==> src/rtl/ctrl_encode_def.sv <==
// Shared control encodings for the RV32IM decode/control stage.
package ctrl_encode_def;

  localparam logic [6:0] OP_R      = 7'b0110011;
  localparam logic [6:0] OP_I      = 7'b0010011;
  localparam logic [6:0] OP_LOAD   = 7'b0000011;
  localparam logic [6:0] OP_STORE  = 7'b0100011;
  localparam logic [6:0] OP_BRANCH = 7'b1100011;
  localparam logic [6:0] OP_JAL    = 7'b1101111;
  localparam logic [6:0] OP_JALR   = 7'b1100111;
  localparam logic [6:0] OP_LUI    = 7'b0110111;
  localparam logic [6:0] OP_AUIPC  = 7'b0010111;

  localparam logic [6:0] F7_BASE = 7'b0000000;
  localparam logic [6:0] F7_ALT  = 7'b0100000;
  localparam logic [6:0] F7_M    = 7'b0000001;

  localparam logic [5:0] EXT_CTRL_ITYPE_SHAMT = 6'b100000;
  localparam logic [5:0] EXT_CTRL_ITYPE       = 6'b010000;
  localparam logic [5:0] EXT_CTRL_STYPE       = 6'b001000;
  localparam logic [5:0] EXT_CTRL_BTYPE       = 6'b000100;
  localparam logic [5:0] EXT_CTRL_UTYPE       = 6'b000010;
  localparam logic [5:0] EXT_CTRL_JTYPE       = 6'b000001;

  localparam logic [1:0] WDSel_FromALU = 2'b00;
  localparam logic [1:0] WDSel_FromMEM = 2'b01;
  localparam logic [1:0] WDSel_FromPC  = 2'b10;

  localparam logic [2:0] NPC_PLUS4  = 3'b000;
  localparam logic [2:0] NPC_BRANCH = 3'b001;
  localparam logic [2:0] NPC_JUMP   = 3'b010;
  localparam logic [2:0] NPC_JALR   = 3'b100;

  localparam logic [4:0] ALUOp_NOP    = 5'd0;
  localparam logic [4:0] ALUOp_LUI    = 5'd1;
  localparam logic [4:0] ALUOp_AUIPC  = 5'd2;
  localparam logic [4:0] ALUOp_ADD    = 5'd3;
  localparam logic [4:0] ALUOp_SUB    = 5'd4;
  localparam logic [4:0] ALUOp_BNE    = 5'd5;
  localparam logic [4:0] ALUOp_BLT    = 5'd6;
  localparam logic [4:0] ALUOp_BGE    = 5'd7;
  localparam logic [4:0] ALUOp_BLTU   = 5'd8;
  localparam logic [4:0] ALUOp_BGEU   = 5'd9;
  localparam logic [4:0] ALUOp_SLT    = 5'd10;
  localparam logic [4:0] ALUOp_SLTU   = 5'd11;
  localparam logic [4:0] ALUOp_XOR    = 5'd12;
  localparam logic [4:0] ALUOp_OR     = 5'd13;
  localparam logic [4:0] ALUOp_AND    = 5'd14;
  localparam logic [4:0] ALUOp_SLL    = 5'd15;
  localparam logic [4:0] ALUOp_SRL    = 5'd16;
  localparam logic [4:0] ALUOp_SRA    = 5'd17;
  // M ops are laid out in funct3 order so ALUOp_MUL + funct3 selects the op.
  localparam logic [4:0] ALUOp_MUL    = 5'd18;
  localparam logic [4:0] ALUOp_MULH   = 5'd19;
  localparam logic [4:0] ALUOp_MULHSU = 5'd20;
  localparam logic [4:0] ALUOp_MULHU  = 5'd21;
  localparam logic [4:0] ALUOp_DIV    = 5'd22;
  localparam logic [4:0] ALUOp_DIVU   = 5'd23;
  localparam logic [4:0] ALUOp_REM    = 5'd24;
  localparam logic [4:0] ALUOp_REMU   = 5'd25;

  localparam logic [2:0] dm_word              = 3'b000;
  localparam logic [2:0] dm_halfword          = 3'b001;
  localparam logic [2:0] dm_halfword_unsigned = 3'b010;
  localparam logic [2:0] dm_byte              = 3'b011;
  localparam logic [2:0] dm_byte_unsigned     = 3'b100;

  typedef enum logic {
    LAT_MUL = 1'b0,
    LAT_DIV = 1'b1
  } lat_sel_e;

  typedef struct packed {
    logic       RegWrite;
    logic       MemWrite;
    logic       ALUSrc;
    logic [5:0] EXTOp;
    logic [4:0] ALUOp;
    logic [2:0] NPCOp;
    logic [1:0] WDSel;
    logic [2:0] dm_ctrl;
  } ctrl_bundle_t;

  function automatic logic [4:0] alu_rr(input logic [2:0] f3);
    case (f3)
      3'b000:  alu_rr = ALUOp_ADD;
      3'b001:  alu_rr = ALUOp_SLL;
      3'b010:  alu_rr = ALUOp_SLT;
      3'b011:  alu_rr = ALUOp_SLTU;
      3'b100:  alu_rr = ALUOp_XOR;
      3'b101:  alu_rr = ALUOp_SRL;
      3'b110:  alu_rr = ALUOp_OR;
      default: alu_rr = ALUOp_AND;
    endcase
  endfunction

endpackage

==> src/rtl/ctrl_decode.sv <==
// Combinational RV32I(M) instruction decoder.
module ctrl_decode
  import ctrl_encode_def::*;
#(
  parameter int unsigned EN_M = 1
) (
  input  logic         id_valid,
  input  logic [6:0]   id_Op,
  input  logic [2:0]   id_Funct3,
  input  logic [6:0]   id_Funct7,
  output ctrl_bundle_t bundle,
  output logic         illegal,
  output logic         m_op,
  output lat_sel_e     lat_sel,
  output logic         uses_rs1,
  output logic         uses_rs2
);

  ctrl_bundle_t b;
  logic         ok;
  logic         m;
  lat_sel_e     ls;
  logic         r1;
  logic         r2;

  always_comb begin
    b  = '0;
    ok = 1'b0;
    m  = 1'b0;
    ls = LAT_MUL;
    r1 = 1'b0;
    r2 = 1'b0;
    case (id_Op)
      OP_R: begin
        r1 = 1'b1;
        r2 = 1'b1;
        b.RegWrite = 1'b1;
        if (id_Funct7 == F7_BASE) begin
          ok = 1'b1;
          b.ALUOp = alu_rr(id_Funct3);
        end else if (id_Funct7 == F7_ALT && (id_Funct3 == 3'b000 || id_Funct3 == 3'b101)) begin
          ok = 1'b1;
          b.ALUOp = (id_Funct3 == 3'b000) ? ALUOp_SUB : ALUOp_SRA;
        end else if (EN_M != 0 && id_Funct7 == F7_M) begin
          ok = 1'b1;
          m  = 1'b1;
          ls = id_Funct3[2] ? LAT_DIV : LAT_MUL;
          b.ALUOp = ALUOp_MUL + {2'b00, id_Funct3};
        end
      end
      OP_I: begin
        r1 = 1'b1;
        b.RegWrite = 1'b1;
        b.ALUSrc   = 1'b1;
        b.EXTOp    = EXT_CTRL_ITYPE;
        b.ALUOp    = alu_rr(id_Funct3);
        case (id_Funct3)
          3'b001: begin
            ok = (id_Funct7 == F7_BASE);
            b.EXTOp = EXT_CTRL_ITYPE_SHAMT;
          end
          3'b101: begin
            ok = (id_Funct7 == F7_BASE) || (id_Funct7 == F7_ALT);
            b.EXTOp = EXT_CTRL_ITYPE_SHAMT;
            if (id_Funct7 == F7_ALT) b.ALUOp = ALUOp_SRA;
          end
          default: ok = 1'b1;
        endcase
      end
      OP_LOAD: begin
        r1 = 1'b1;
        b.RegWrite = 1'b1;
        b.ALUSrc   = 1'b1;
        b.EXTOp    = EXT_CTRL_ITYPE;
        b.ALUOp    = ALUOp_ADD;
        b.WDSel    = WDSel_FromMEM;
        ok = 1'b1;
        case (id_Funct3)
          3'b000:  b.dm_ctrl = dm_byte;
          3'b001:  b.dm_ctrl = dm_halfword;
          3'b010:  b.dm_ctrl = dm_word;
          3'b100:  b.dm_ctrl = dm_byte_unsigned;
          3'b101:  b.dm_ctrl = dm_halfword_unsigned;
          default: ok = 1'b0;
        endcase
      end
      OP_STORE: begin
        r1 = 1'b1;
        r2 = 1'b1;
        b.MemWrite = 1'b1;
        b.ALUSrc   = 1'b1;
        b.EXTOp    = EXT_CTRL_STYPE;
        b.ALUOp    = ALUOp_ADD;
        ok = 1'b1;
        case (id_Funct3)
          3'b000:  b.dm_ctrl = dm_byte;
          3'b001:  b.dm_ctrl = dm_halfword;
          3'b010:  b.dm_ctrl = dm_word;
          default: ok = 1'b0;
        endcase
      end
      OP_BRANCH: begin
        r1 = 1'b1;
        r2 = 1'b1;
        b.EXTOp = EXT_CTRL_BTYPE;
        b.NPCOp = NPC_BRANCH;
        ok = 1'b1;
        case (id_Funct3)
          3'b000:  b.ALUOp = ALUOp_SUB;
          3'b001:  b.ALUOp = ALUOp_BNE;
          3'b100:  b.ALUOp = ALUOp_BLT;
          3'b101:  b.ALUOp = ALUOp_BGE;
          3'b110:  b.ALUOp = ALUOp_BLTU;
          3'b111:  b.ALUOp = ALUOp_BGEU;
          default: ok = 1'b0;
        endcase
      end
      OP_JAL: begin
        ok = 1'b1;
        b.RegWrite = 1'b1;
        b.EXTOp    = EXT_CTRL_JTYPE;
        b.NPCOp    = NPC_JUMP;
        b.WDSel    = WDSel_FromPC;
      end
      OP_JALR: begin
        ok = (id_Funct3 == 3'b000);
        r1 = 1'b1;
        b.RegWrite = 1'b1;
        b.ALUSrc   = 1'b1;
        b.EXTOp    = EXT_CTRL_ITYPE;
        b.ALUOp    = ALUOp_ADD;
        b.NPCOp    = NPC_JALR;
        b.WDSel    = WDSel_FromPC;
      end
      OP_LUI: begin
        ok = 1'b1;
        b.RegWrite = 1'b1;
        b.ALUSrc   = 1'b1;
        b.EXTOp    = EXT_CTRL_UTYPE;
        b.ALUOp    = ALUOp_LUI;
      end
      OP_AUIPC: begin
        ok = 1'b1;
        b.RegWrite = 1'b1;
        b.ALUSrc   = 1'b1;
        b.EXTOp    = EXT_CTRL_UTYPE;
        b.ALUOp    = ALUOp_AUIPC;
      end
      default: ok = 1'b0;
    endcase
    // Fields are filled optimistically above; scrub everything for bubbles and illegal encodings.
    if (!id_valid || !ok) begin
      b  = '0;
      m  = 1'b0;
      ls = LAT_MUL;
      r1 = 1'b0;
      r2 = 1'b0;
    end
  end

  always_comb begin
    bundle   = b;
    illegal  = id_valid && !ok;
    m_op     = m;
    lat_sel  = ls;
    uses_rs1 = r1;
    uses_rs2 = r2;
  end

endmodule

==> src/rtl/ctrl_pipe.sv <==
// ID/EX control register with load-use, M-op occupancy and flush handling.
module ctrl_pipe
  import ctrl_encode_def::*;
#(
  parameter int unsigned MUL_LAT = 1,
  parameter int unsigned DIV_LAT = 32,
  parameter int unsigned EN_M    = 1
) (
  input  logic       clk,
  input  logic       rstn,
  input  logic       id_valid,
  input  logic [6:0] id_Op,
  input  logic [2:0] id_Funct3,
  input  logic [6:0] id_Funct7,
  input  logic [4:0] id_rs1,
  input  logic [4:0] id_rs2,
  input  logic [4:0] id_rd,
  input  logic       flush,
  output logic       stall,
  output logic       ex_valid,
  output logic [4:0] ex_rd,
  output logic       ex_RegWrite,
  output logic       ex_MemWrite,
  output logic       ex_ALUSrc,
  output logic [5:0] ex_EXTOp,
  output logic [4:0] ex_ALUOp,
  output logic [2:0] ex_NPCOp,
  output logic [1:0] ex_WDSel,
  output logic [2:0] ex_dm_ctrl,
  output logic       mdu_start,
  output logic       mdu_busy,
  output logic       illegal
);

  localparam int unsigned MAX_LAT = (MUL_LAT > DIV_LAT) ? MUL_LAT : DIV_LAT;
  localparam int unsigned CNT_W   = $clog2(MAX_LAT + 1);
  localparam logic [CNT_W-1:0] MUL_LOAD = CNT_W'(MUL_LAT - 1);
  localparam logic [CNT_W-1:0] DIV_LOAD = CNT_W'(DIV_LAT - 1);

  ctrl_bundle_t     dec_b;
  logic             dec_ill;
  logic             dec_m;
  lat_sel_e         dec_ls;
  logic             dec_r1;
  logic             dec_r2;
  ctrl_bundle_t     ex_q;
  logic [CNT_W-1:0] cnt;
  logic             lu;

  ctrl_decode #(
    .EN_M(EN_M)
  ) u_decode (
    .id_valid (id_valid),
    .id_Op    (id_Op),
    .id_Funct3(id_Funct3),
    .id_Funct7(id_Funct7),
    .bundle   (dec_b),
    .illegal  (dec_ill),
    .m_op     (dec_m),
    .lat_sel  (dec_ls),
    .uses_rs1 (dec_r1),
    .uses_rs2 (dec_r2)
  );

  always_comb begin
    mdu_busy = (cnt != '0);
    lu = ex_valid && (ex_q.WDSel == WDSel_FromMEM) && (ex_rd != '0) && id_valid &&
         ((dec_r1 && ex_rd == id_rs1) || (dec_r2 && ex_rd == id_rs2));
    stall = mdu_busy || lu;
  end

  // Reset and flush both leave a clean bubble, so they share one branch.
  always_ff @(posedge clk) begin
    if (!rstn || flush) begin
      ex_q      <= '0;
      ex_valid  <= 1'b0;
      ex_rd     <= '0;
      mdu_start <= 1'b0;
      illegal   <= 1'b0;
      cnt       <= '0;
    end else if (mdu_busy) begin
      cnt       <= cnt - CNT_W'(1);
      mdu_start <= 1'b0;
    end else if (lu) begin
      ex_q      <= '0;
      ex_valid  <= 1'b0;
      ex_rd     <= '0;
      mdu_start <= 1'b0;
      illegal   <= 1'b0;
    end else begin
      ex_q      <= dec_b;
      ex_valid  <= id_valid;
      ex_rd     <= (id_valid && !dec_ill) ? id_rd : '0;
      mdu_start <= dec_m;
      illegal   <= dec_ill;
      cnt       <= dec_m ? ((dec_ls == LAT_DIV) ? DIV_LOAD : MUL_LOAD) : '0;
    end
  end

  always_comb begin
    ex_RegWrite = ex_q.RegWrite;
    ex_MemWrite = ex_q.MemWrite;
    ex_ALUSrc   = ex_q.ALUSrc;
    ex_EXTOp    = ex_q.EXTOp;
    ex_ALUOp    = ex_q.ALUOp;
    ex_NPCOp    = ex_q.NPCOp;
    ex_WDSel    = ex_q.WDSel;
    ex_dm_ctrl  = ex_q.dm_ctrl;
  end

endmodule

==> config.mk <==
export PLATFORM = sky130hd
export DESIGN_NAME = ctrl_pipe
export DESIGN_NICKNAME = d
export VERILOG_FILES = /design/src/rtl/ctrl_encode_def.sv /design/src/rtl/ctrl_decode.sv /design/src/rtl/ctrl_pipe.sv
export SDC_FILE = /design/constraint.sdc
export NUM_CORES = 1
export LEC_CHECK = 0
export ABC_AREA = 1
export ABC_CLOCK_PERIOD_IN_PS = 4000
export CORE_ASPECT_RATIO = 2
export CORE_MARGIN = 8
export CORE_UTILIZATION = 30
export DETAILED_ROUTE_END_ITERATION = 16
export MAX_ROUTING_LAYER = met4
export SYNTH_ARGS = -nofsm -noshare
export SYNTH_HDL_FRONTEND = slang
export SYNTH_SLANG_ARGS = --single-unit
==> constraint.sdc <==
create_clock -name clk -period 4 [get_ports clk]
set_clock_uncertainty 0.05 [all_clocks]
set_input_delay 0.8 -clock clk [delete_from_list [all_inputs] [get_ports clk]]
set_output_delay 0.8 -clock clk [all_outputs]
set_load 0.02 [all_outputs]
After elaboration in Yosys (flattened, before gate mapping). Cells that the tools add are included.

Add/sub/neg operators: 2. $mul: 0. Div/mod/pow operators: 0. $lt $le $gt $ge: 0. Equality and inequality tests: 22. Shift-type cells: 0. Muxes and demuxes: 51. Bitwise gates (word level): 0. Reductions and logical operators: 37.

Operators with widths (number): $mux W5 (10); $mux W22 (2); $pmux W6 S6 (1); $pmux W5 S7 (1); $pmux W5 S6 (1); $eq A7 B6 Y1 const B (4); $mux W1 (25); $pmux W4 S6 (1); $eq A7 B7 Y1 const B (3); $mux W6 (3); $reduce_or A6 Y1 (3); $reduce_or A3 Y1 (5); $eq A7 B5 Y1 const B (2); $eq A3 B3 Y1 const B (4); $pmux W3 S4 (1); $eq A5 B5 Y1 (2); $logic_and A1 B1 Y1 (9); $pmux W3 S3 (1); $pmux W2 S2 (2); $reduce_or A2 Y1 (4); $eq A7 B1 Y1 const B (1); $eq A7 B2 Y1 const B (1); $logic_not A7 Y1 (1); $pmux W1 S7 (1); other kinds (15) (24).

Register bits after elaboration: 36. Latch bits: 0. RAM bits: 0. Memory bits (read-only): 0. Bits of input ports: 36. Output and inout bits: 32. Word-level logic and storage cells: 125. Memories: 0.

Longest topological paths before layout.
Depth after elaboration: 14. Gate-level depth with buffers: 14. Mapped depth without buffers: 14.

Cells and area by module. A second synthesis with hierarchy kept.

Cell total of the unflattened synthesis: 442. Area total of the unflattened synthesis: 2757.6 um2.

By module, submodules not included: ctrl_pipe (times used 1, cells an instance 260, area each 1829.3 um2, sequential area each 720.7 um2); ctrl_decode (times used 1, cells an instance 182, area each 928.4 um2, sequential area each 0.0 um2).

Worst setup path before layout. OpenSTA, ideal clock, no wires.

Path kind: input port to output port. Start: input id_Funct7[3]. End: output stall. Arrival: 1855 ps. Path slack: 1295 ps. Stages on the path: 11. Cell sequence: nor2_1 nand2_1 nor2_1 nand2_1 nand2_1 nand2_1 nand2_2 nor2_4 nor2_8 nand2_4 nand2_2.

Word-level cells in the longest chain between the ends: 12. Elaborated cells between the ends (all ways): 19. Those cells by class: 2 x eq/ne; 7 x mux; 10 x reduce/logical.

RTL lines: from (decl) (line ctrl_pipe.sv:14) `input logic [6:0] id_Funct7,`; $eq A7 B1 Y1 / $eq A7 B6 Y1 (equally long branches) (line ctrl_decode.sv:44, ctrl_decode.sv:41, ctrl_decode.sv:63); $mux W1 / $logic_and A1 B1 Y1 (equally long branches) (line ctrl_decode.sv:44, ctrl_decode.sv:41); $mux W1 (line ctrl_decode.sv:41) `end else if (id_Funct7 == F7_ALT && (id_Funct3 == 3'b000 || id_Funct3 == 3'b101)) begin`; $mux W1 (line ctrl_decode.sv:38) `if (id_Funct7 == F7_BASE) begin`; $pmux W1 S7 * (line ctrl_decode.sv:33) `case (id_Op)`; $logic_not A1 Y1 * (line ctrl_decode.sv:152) `if (!id_valid || !ok) begin`; $logic_or A1 B1 Y1 * (line ctrl_decode.sv:152); $mux W1 (line ctrl_decode.sv:152); $logic_and A1 B1 Y1 (line ctrl_pipe.sv:68) `((dec_r1 && ex_rd == id_rs1) || (dec_r2 && ex_rd == id_rs2));`; $logic_or A1 B1 Y1 * (line ctrl_pipe.sv:68); $logic_and A1 B1 Y1 * (line ctrl_pipe.sv:67) `lu = ex_valid && (ex_q.WDSel == WDSel_FromMEM) && (ex_rd != '0) && id_valid &&`; $logic_or A1 B1 Y1 * (line ctrl_pipe.sv:69) `stall = mdu_busy || lu;`; to (decl) (line ctrl_pipe.sv:19) `output logic stall,`.

Every way passes the cells marked *; elsewhere a longest branch is shown, timed or not.

Worst setup path after layout.
Start: input id_Funct3[1]. End: output stall.

Word-level cells in the longest chain between the ends: 13. Elaborated cells between the ends (all ways): 28. Those cells by class: 6 x eq/ne; 9 x mux; 13 x reduce/logical.

RTL lines: from (decl) (line ctrl_pipe.sv:13) `input logic [2:0] id_Funct3,`; $eq A3 B3 Y1 / $logic_not A3 Y1 (equally long branches); $logic_or A1 B1 Y1 (line ctrl_decode.sv:41); $logic_and A1 B1 Y1 (line ctrl_decode.sv:41); $mux W1 (line ctrl_decode.sv:41); $mux W1 (line ctrl_decode.sv:38); $pmux W1 S7 * (line ctrl_decode.sv:33); $logic_not A1 Y1 * (line ctrl_decode.sv:152); $logic_or A1 B1 Y1 * (line ctrl_decode.sv:152); $mux W1 (line ctrl_decode.sv:152); $logic_and A1 B1 Y1 (line ctrl_pipe.sv:68); $logic_or A1 B1 Y1 * (line ctrl_pipe.sv:68); $logic_and A1 B1 Y1 * (line ctrl_pipe.sv:67); $logic_or A1 B1 Y1 * (line ctrl_pipe.sv:69).

Marks and branches as above.

==> impl_metrics.yaml <==
timing:
  drv_slew: 0
  fmax_mhz: 285.0
  hold_violations: 0
  finalSetupTns_ps: 0
  tightestPinTransition_ps: 597.5
  rsz0062_at_grt: "false"
  setup_viol: 0
  period_needed_ps: 3509
  post-route-period-util: 0.8771
  relSlewSlack: 0.6002
clock_network:
  clk_path_buf_depth: 2
  root_buffer: "clkbuf_16"
  cts_hold_buf: 0
  cts-htree-levels: 2
  clock-sinks: 34
  cts_buffers: 5
  clkSlewWorstSetupHoldPaths_ps: 50
  cts_tree: "done"
  insertion_delay_ps: 280
synthesis:
  synthFlopType: "dfxtp_1"
  ys_ff_latch: 34
  yosysMostFrequentCell: "nand2_1"
  yosysWarningCount: 0
  synthTopCellsByArea: "dfxtp_1 32%, nand2_1 17%, nor2_1 5.6%, inv_1 4.7%, xnor2_1 4.1%"
  yosysTopAreaCellShare: 0.3189
  synth_edf_count: 0
  netlist_area_um2: 2135
  syn_inst: 318
  synth_compound_gate_area_share: 0.1401
  synthMuxAreaShare: 0
  synthAdderAreaFrac: 0.01172
  synth-simple-area-share: 0.3898
  yosysSeqAreaShare: 0.3189
  synth_top_family_by_area: "simple AND/OR/NAND/NOR gates"
  synth_common_cells: "94 x nand2_1, 34 x dfxtp_1, 32 x nor2_1"
  syn-num-nets: 356
  yosysTopAreaCell: "dfxtp_1"
  synthArstFlopShare: 0
  synth_area_per_cell_um2: 6.712
  synth_xor_area_frac: 0.05334
  ys_types: 34
setup_path:
  cp_max_fo: 8
  crit_required_ps: 3150
  r2r-start: "cnt[1]$_SDFFE_PP0P_"
  path_class: "primary input to output port"
  end_kind: "output port"
  r2r_cells: 10
  start_kind: "primary input"
  arrival_ps: 2660
  critPathLaunch: "id_Funct3[1]"
grt:
  track_usage: 0.1409
  first_global_vias: 2289
  grt_max_degree: 27
  grt_pass1_wl_um: 10660
  antenna_found_initial: 0
  grt_overflow: 0
floorplan:
  fp.dieW_um: 75.65
  num_io_pins: 68
  die_y_um: 135.3
  core_um2: 6940
  initial_utilization: 0.3076
  die_area_um2: 10230
  row_count: 43
power_and_ir_drop:
  power_w: 0.001512
  combPwrFrac: 0.407
  p_leak_nw: 1.388
  seqPwrFrac: 0.259
  powerDensity_nw_per_um2: 484.8
  peakVddDrop_mv: 0.2765
  netSwitchingPower_w: 0.0005419
  switching_share: 0.3585
  p_clk_frac: 0.334
  p_int_w: 0.0009698
routing:
  drc: 0
  dr.pass1.iters: 4
  ant_nets: 0
  routed_wl_um: 6619
  drt_iter0_markers: 92
  vias: 2257
  post_drt_wl_per_cell_um: 13.70
  viasPerCell: 4.673
min_path:
  hold_depth: 2
  min_from: "ex_dm_ctrl[2]$_SDFFE_PP0P_"
  hold_class: "flip-flop to flip-flop"
run_status:
  status: "complete, no violations"
final_layout:
  finalNetCount: 430
  fin_cells: 483
  diodes: 0
  area.growth.synth_to_final_pct: 46.07
  fill_cells: 718
  multiInputGateArea_um2: 1270
  fin_util: 0.4493
  regArea_um2: 680.7
  drive_above_1_share: 0.1450
placement:
  dpl.cell_count: 475
  io_buffer_count: 67
  post-dp-hpwl_um: 5562
  place.gp.congestion: 0.9509
flow_run:
  cap_violations: 0
final timing paths:
| kind | to | slack (ps) |
|---|---|---|
| worst max-delay path | stall | 490 |
| worst min-delay path | ex_dm_ctrl[2]$_SDFFE_PP0P_ | 410 |
| worst max register to register | cnt[5]$_SDFFE_PP0P_ | 2000 |
| worst min register to register | ex_dm_ctrl[2]$_SDFFE_PP0P_ | 410 |
final cells by class:
cell class,instances,area share
clock buffer,5,0.04013
clock inverter,3,0.02207
inverter,38,0.04575
multi-input combinational,240,0.4073
sequential,34,0.2183
tap,90,0.03612
timing repair buffer,73,0.2303
routing by layer:
metal  part of all wire  global-route usage  vias up
met5                  0                   -        -
met1               0.34              0.1246     1018
met3              0.034             0.01113       16
met4              0.033             0.08082        0
met2               0.59              0.2707       52
li1                   -                   -     1171
through the flow:
stage | setup WS, ps | hold WS (ps) | area, µm²
2_1_floorplan | 1295 | 399.3 | 2135
3_3_place_gp | 146.4 | 393.1 | 2922
3_5_place_dp | 127.9 | 394.6 | 2922
4_1_cts | 120.4 | 406.1 | 3115
5_1_grt | 329.3 | 424.7 | 3118
6_report | 491.5 | 405.5 | 3118
registers in the layout, indices dropped and copies added, names as in the netlist, 2 cells and up:
signal	cells
ex_ALUOp	5
ex_rd	5
ex_EXTOp	5
ex_dm_ctrl	3
ex_NPCOp	2
cnt	6
ex_WDSel	2
layout by cell type, fill, tap and decap left out, types with 2 or more instances in the layout:
master / synthesis / final
nor2_1: 32 / 32
o22ai_1: 2 / 2
xor2_1: 3 / 3
nand3_1: 14 / 14
nand4_1: 7 / 7
o211ai_1: 3 / 3
clkbuf_16: 0 / 5
nor2_2: 6 / 6
nand2_1: 94 / 94
a21oi_1: 13 / 13
a211oi_1: 2 / 2
buf_4: 3 / 6
nand2_2: 7 / 7
o21ai_2: 9 / 9
clkdlybuf4s50_1: 0 / 66
inv_2: 11 / 11
o21ai_0: 15 / 15
xnor2_1: 10 / 10
nor3_2: 2 / 2
nor3_1: 7 / 7
ha_1: 2 / 2
nor2_4: 2 / 2
dfxtp_1: 34 / 34
bufinv_16: 0 / 2
inv_1: 27 / 27
critical path, stage by stage:
cell,delay (ps)
clkdlybuf4s50_1,580
nor2_2,260
nand2_2,110
nand2_2,90
nand2_2,70
nand3_2,80
nand2_2,60
nand2_2,90
nor2_4,50
nor2_8,90
nand2_4,60
nand2_2,60
dlymetal6s2s_1,250
power groups by stage:
stage / Clock [W] / Sequential [W] / Combinational [W]
finish: 0.000505 / 0.000391 / 0.000615
detailed placement: 0 / 0.000398 / 0.000621
CTS: 0.000512 / 0.000392 / 0.000625
global route: 0.000526 / 0.000396 / 0.000688
floorplan: 0 / 0.000401 / 0.000410
global placement: 0 / 0.000398 / 0.000616
logic make-up after synthesis:
kind of cell,after synthesis
simple gates,177
compound gates,48
buf+inv,44
flops,34
xor+xnor,13
fa+ha+maj,2
repair_timing:
action,in CTS,in global routing
gates resized for setup,0,1
buffers inserted,0,0
endpoints found under the setup margin,0,1
(Power assumes the default switching activity.)
